File: config.mk
export PLATFORM = sky130hd
export DESIGN_NAME = theta_sequencer
export DESIGN_NICKNAME = d
export VERILOG_FILES = /design/src/rtl/sspwm_pkg.sv /design/src/rtl/step_prescaler.sv /design/src/rtl/theta_sequencer.sv
export SDC_FILE = /design/constraint.sdc
export NUM_CORES = 1
export LEC_CHECK = 0
export CORE_UTILIZATION = 53
export DETAILED_ROUTE_END_ITERATION = 8
export GPL_ROUTABILITY_DRIVEN = 0
export PLACE_DENSITY = 0.76
export SLEW_MARGIN = 40
export SYNTH_ARGS = -nofsm -noshare
export SYNTH_HDL_FRONTEND = slang
export SYNTH_HIERARCHICAL = 1
export SYNTH_SLANG_ARGS = --single-unit
File: constraint.sdc
create_clock -name clk -period 6.4 [get_ports clk]
set_clock_uncertainty 0.05 [all_clocks]
set_input_delay 0.64 -clock clk [delete_from_list [all_inputs] [get_ports clk]]
set_output_delay 0.64 -clock clk [all_outputs]
set_load 0.005 [all_outputs]
File: src/rtl/sspwm_pkg.sv
// sspwm_pkg: shared sequencer state type and default ramp configuration
package sspwm_pkg;
  typedef enum logic [1:0] {IDLE, RUN, STOPPING} state_t;
  localparam int DEFAULT_DIV = 5681;
  localparam int DEFAULT_STEPS = 89;
  localparam int SECTORS = 6;
endpackage

File: src/rtl/step_prescaler.sv
// step_prescaler: clk/rst, clr zeroes count, en counts 0..div-1, step pulses on the last count
module step_prescaler #(
  parameter int DIV_W = 16
) (
  input  logic             clk,
  input  logic             rst,
  input  logic             clr,
  input  logic             en,
  input  logic [DIV_W-1:0] div,
  output logic             step
);
  logic [DIV_W-1:0] cnt;
  assign step = en && !clr && cnt == div - 1'b1;
  always_ff @(posedge clk or posedge rst)
    if (rst) cnt <= '0;
    else if (clr) cnt <= '0;
    else if (en) cnt <= step ? '0 : cnt + 1'b1;
endmodule

File: src/rtl/theta_sequencer.sv
// theta_sequencer: run/stop theta ramp (start/stop, cfg handshake) -> theta, sector, ticks, wrap, rev_count, busy
module theta_sequencer
  import sspwm_pkg::*;
#(
  parameter int THETA_W       = 10,
  parameter int DIV_W         = 16,
  parameter int DEFAULT_DIV   = sspwm_pkg::DEFAULT_DIV,
  parameter int DEFAULT_STEPS = sspwm_pkg::DEFAULT_STEPS,
  parameter int SECTORS       = sspwm_pkg::SECTORS,
  parameter int REV_W         = 16
) (
  input  logic               clk,
  input  logic               rst,
  input  logic               start,
  input  logic               stop,
  input  logic               cfg_valid,
  output logic               cfg_ready,
  input  logic [DIV_W-1:0]   cfg_div,
  input  logic [THETA_W-1:0] cfg_steps,
  output logic [THETA_W-1:0] theta,
  output logic               theta_tick,
  output logic [2:0]         sector,
  output logic               sector_tick,
  output logic               wrap,
  output logic [REV_W-1:0]   rev_count,
  output logic               busy
);
  state_t             state;
  logic [DIV_W-1:0]   div_reg;
  logic [THETA_W-1:0] steps_reg;
  logic [THETA_W:0]   acc;
  logic [THETA_W:0]   acc_n;
  logic               step;
  logic               last;
  logic               acc_hi;
  assign cfg_ready = state == IDLE;
  assign busy      = state != IDLE;
  assign last      = theta == steps_reg - 1'b1;
  assign acc_n     = acc + (THETA_W+1)'(SECTORS);
  assign acc_hi    = acc_n >= {1'b0, steps_reg};
  step_prescaler #(.DIV_W(DIV_W)) u_pre (
    .clk  (clk),
    .rst  (rst),
    .clr  (state == IDLE),
    .en   (state != IDLE),
    .div  (div_reg),
    .step (step)
  );
  always_ff @(posedge clk or posedge rst)
    if (rst) begin
      state       <= IDLE;
      theta       <= '0;
      sector      <= '0;
      acc         <= '0;
      div_reg     <= DIV_W'(DEFAULT_DIV);
      steps_reg   <= THETA_W'(DEFAULT_STEPS);
      rev_count   <= '0;
      theta_tick  <= 1'b0;
      sector_tick <= 1'b0;
      wrap        <= 1'b0;
    end else begin
      theta_tick  <= step;
      sector_tick <= 1'b0;
      wrap        <= 1'b0;
      if (cfg_valid && cfg_ready) begin
        div_reg   <= cfg_div == '0 ? DIV_W'(1) : cfg_div;
        steps_reg <= cfg_steps < THETA_W'(SECTORS) ? THETA_W'(SECTORS) : cfg_steps;
      end
      if (step && last) begin
        theta       <= '0;
        sector      <= '0;
        acc         <= '0;
        wrap        <= 1'b1;
        sector_tick <= 1'b1;
        rev_count   <= rev_count + 1'b1;
      end else if (step) begin
        theta       <= theta + 1'b1;
        acc         <= acc_hi ? acc_n - {1'b0, steps_reg} : acc_n;
        sector      <= acc_hi ? sector + 3'd1 : sector;
        sector_tick <= acc_hi;
      end
      case (state)
        IDLE:     state <= start && !stop ? RUN : IDLE;
        RUN:      state <= stop ? STOPPING : RUN;
        STOPPING: state <= start && !stop ? RUN : (step && last) ? IDLE : STOPPING;
        default:  state <= IDLE;
      endcase
    end
endmodule

==> results_dict.tcl <==
set metrics [dict create \
    postCtsSetupBuffers 0 \
    internal_power_mw 1.05 \
    drive_above_1_share 0.110 \
    crit_path_cell_trace "or4_1 -> or4b_1 -> a311o_1 -> or4_1 -> nor3_2 -> buf_4 -> inv_1 -> nor3_1 -> nand3_1 -> or3_1 -> a2111oi_4 -> buf_4 -> nand4_1 -> xnor2_1" \
    async_reset_ff_frac 1.00 \
    max_cap_violations 0 \
    cts.sink_count 87 \
    ir_drop_uv 132 \
    synth_cell_types 75 \
    antenna_left 0 \
    syn_nets 638 \
    antenna_found_initial 0 \
    hold_violations 0 \
    yosysWarnings 6 \
    period_share 0.836 \
    relSlewSlack 0.470 \
    overflow 0 \
    worst_hold_slack_ns 0.444 \
    arrival_ns 5.56 \
    mostFrequentLayoutCell "dfrtp_1" \
    power_mw 1.55 \
    clock_latency_ns 0.38 \
    fill_cells 788 \
    cp_max_fo 14 \
    finalMaxSlewViolations 0 \
    rsz0062_at_grt "no" \
    top_level_ports 65 \
    area_delta_synth_final_pct 17.8 \
    switching_power_mw 0.498 \
    post-route-worst-setup-slack_ns 1.05 \
    synth-edff-count 0 \
    drt_wl_total_um 13300 \
    finalSetupViolations 0 \
    finalWorstPathRequiredPeriod_ns 5.35 \
    combinationalPowerShare 0.275 \
    worstMarginPinSlew_ns 0.795 \
    layout_common_cells "77 x dfrtp_1, 64 x clkdlybuf4s50_1, 47 x nand2_1" \
    synth_seq_cells 87 \
    ctsHoldBuffers 0 \
    power_density_mw_per_mm2 237 \
    seq_area_mm2 0.00219 \
    dr.pass1.iters 5 \
    crit_type "flop to flop" \
    grt_pass1_vias 4661 \
    seqPwrFrac 0.436 \
    diodes 0 \
    cp-start-kind "flop" \
    grt_max_degree 72 \
    dpl_worst_slack_ns 1.12 \
    synth_area_leaders "dfrtp_1 35%, xnor2_1 6.6%, xor2_1 5.1%, dfstp_2 4.7%, ha_1 3.8%" \
    cpMaxStageDelayCell "or4_1" \
    cts_root_buf "clkbuf_8" \
    synth_cells 589 \
    synth_top_area_share 0.348 \
    synth_area_leader_cell "dfrtp_1" \
    crit_path_end_kind "flop" \
    fp.coreArea_mm2 0.00995 \
    vias 4656 \
    syn_avg_cell_area_um2 9.40 \
    cts.clk_slew.worst_paths_ns 0.08 \
    switching_share 0.322 \
    die-area_mm2 0.0109 \
    wl_per_cell_um 16.9 \
    synth_top_flop_cell "dfrtp_1" \
    status "complete, no violations" \
    cts_made_buffers 9 \
    utilization 0.655 \
    ff2ff_setup_slack_ns 1.05 \
    cpPeakStageDelay_ns 0.71 \
    io_buffers 64 \
    critPathRequiredTime_ns 6.61 \
    clkPwrFrac 0.289 \
    start_util 0.556 \
    row_count 36 \
    htree_levels 3 \
    drtIter0Drc 224 \
    multi_input_area_mm2 0.00312 \
    clockBufferDepth 2 \
    grt_pass1_wl_um 22700 \
    hpwl_um 9810 \
    nets 697 \
    die_h_um 104 \
    min_path_type "flop to flop" \
    post_cts_resized 0 \
    die_w_um 104 \
    setup_tns_ns 0 \
    viasPerCell 5.92 \
    fmax_ghz 0.187 \
    cts_tree "yes" \
    synth_area_mm2 0.00554 \
    synth-seq-area-share 0.395 \
    p_leak_nw 2.70 \
    grt_usage 0.262 \
    drc_errors 0 \
]
[power groups by stage]
| stage | Clock (mW) | Sequential (mW) | Combinational [mW] |
|---|---|---|---|
| 6_report | 0.446 | 0.674 | 0.426 |
| 2_1_floorplan | 0 | 0.665 | 0.323 |
| 3_3_place_gp | 0 | 0.682 | 0.408 |
| 5_1_grt | 0.477 | 0.686 | 0.475 |
| 4_1_cts | 0.454 | 0.674 | 0.423 |
| 3_5_place_dp | 0 | 0.684 | 0.420 |
[worst max-delay path: cells and delay by family, from the launching register on]
family / cells / cell delay [ns]
AND/OR/NAND/NOR: 8 / 2.89
AO/OA/AOI/OAI: 2 / 1.00
buffers and inverters: 3 / 0.69
flip-flops: 1 / 0.41
XOR/XNOR: 1 / 0.16
[metal layers]
| layer | up-vias | global-route usage | part of all wire |
|---|---|---|---|
| met5 | - | 0 | 0 |
| li1 | 2241 | - | - |
| met2 | 141 | 0.414 | 0.47 |
| met3 | 18 | 0.0627 | 0.053 |
| met1 | 2256 | 0.361 | 0.47 |
| met4 | 0 | 0.0663 | 0.011 |
[cells in the mapped netlist, types with 5 or more instances]
| cell | instances |
|---|---|
| or3_1 | 6 |
| a211oi_1 | 5 |
| clkbuf_1 | 10 |
| o21ai_0 | 17 |
| xor2_1 | 32 |
| mux2i_1 | 8 |
| inv_1 | 32 |
| and2_1 | 6 |
| mux2_2 | 16 |
| xnor2_1 | 42 |
| and3_1 | 12 |
| nor3_1 | 31 |
| a21oi_1 | 21 |
| nand2_1 | 47 |
| dfrtp_1 | 77 |
| nor2_1 | 37 |
| nand2b_1 | 5 |
| nand3_1 | 16 |
| nand4_1 | 27 |
| ha_1 | 17 |
| o2bb2ai_1 | 7 |
| or2_2 | 6 |
| dfstp_2 | 10 |
| nor4_1 | 13 |
[worst paths after layout]
kind / cells after the start / start / to
setup / recovery: 14 / div_reg[1] / rev_count[6]
hold / removal: 1 / rev_count[15] / rev_count[15]
setup reg to reg: 14 / div_reg[1] / rev_count[6]
hold reg to reg: 1 / rev_count[15] / rev_count[15]
max in group asynchronous: 3 / rst / steps_reg[8]
min in group asynchronous: 2 / rst / u_pre/cnt[13]
[layout make-up]
type	count	share of cell area
Timing Repair Buffer	69	0.105
Clock inverter	3	0.00998
Multi-Input combinational cell	448	0.479
Tap cell	133	0.0255
Inverter	33	0.0190
Sequential cell	87	0.336
Clock buffer	13	0.0259
[logic make-up (layout without fill, tap and decap cells)]
family          after synthesis  count (layout)  synth area share
buf+inv                      54             118            0.0411
mux                          24              24            0.0470
flops                        87              87             0.395
compound gates               93              93             0.119
simple gates                238             238             0.234
fa+ha+maj                    18              18            0.0420
xor+xnor                     75              75             0.121
[per-stage QoR]
step                      cells  cell area, µm²
after floorplan             589            5540
after global placement      769            6270
after detailed placement    770            6280
after CTS                   786            6520
after global routing        786            6520
final                       786            6520
Note: power is estimated with default switching activity, not from simulation.
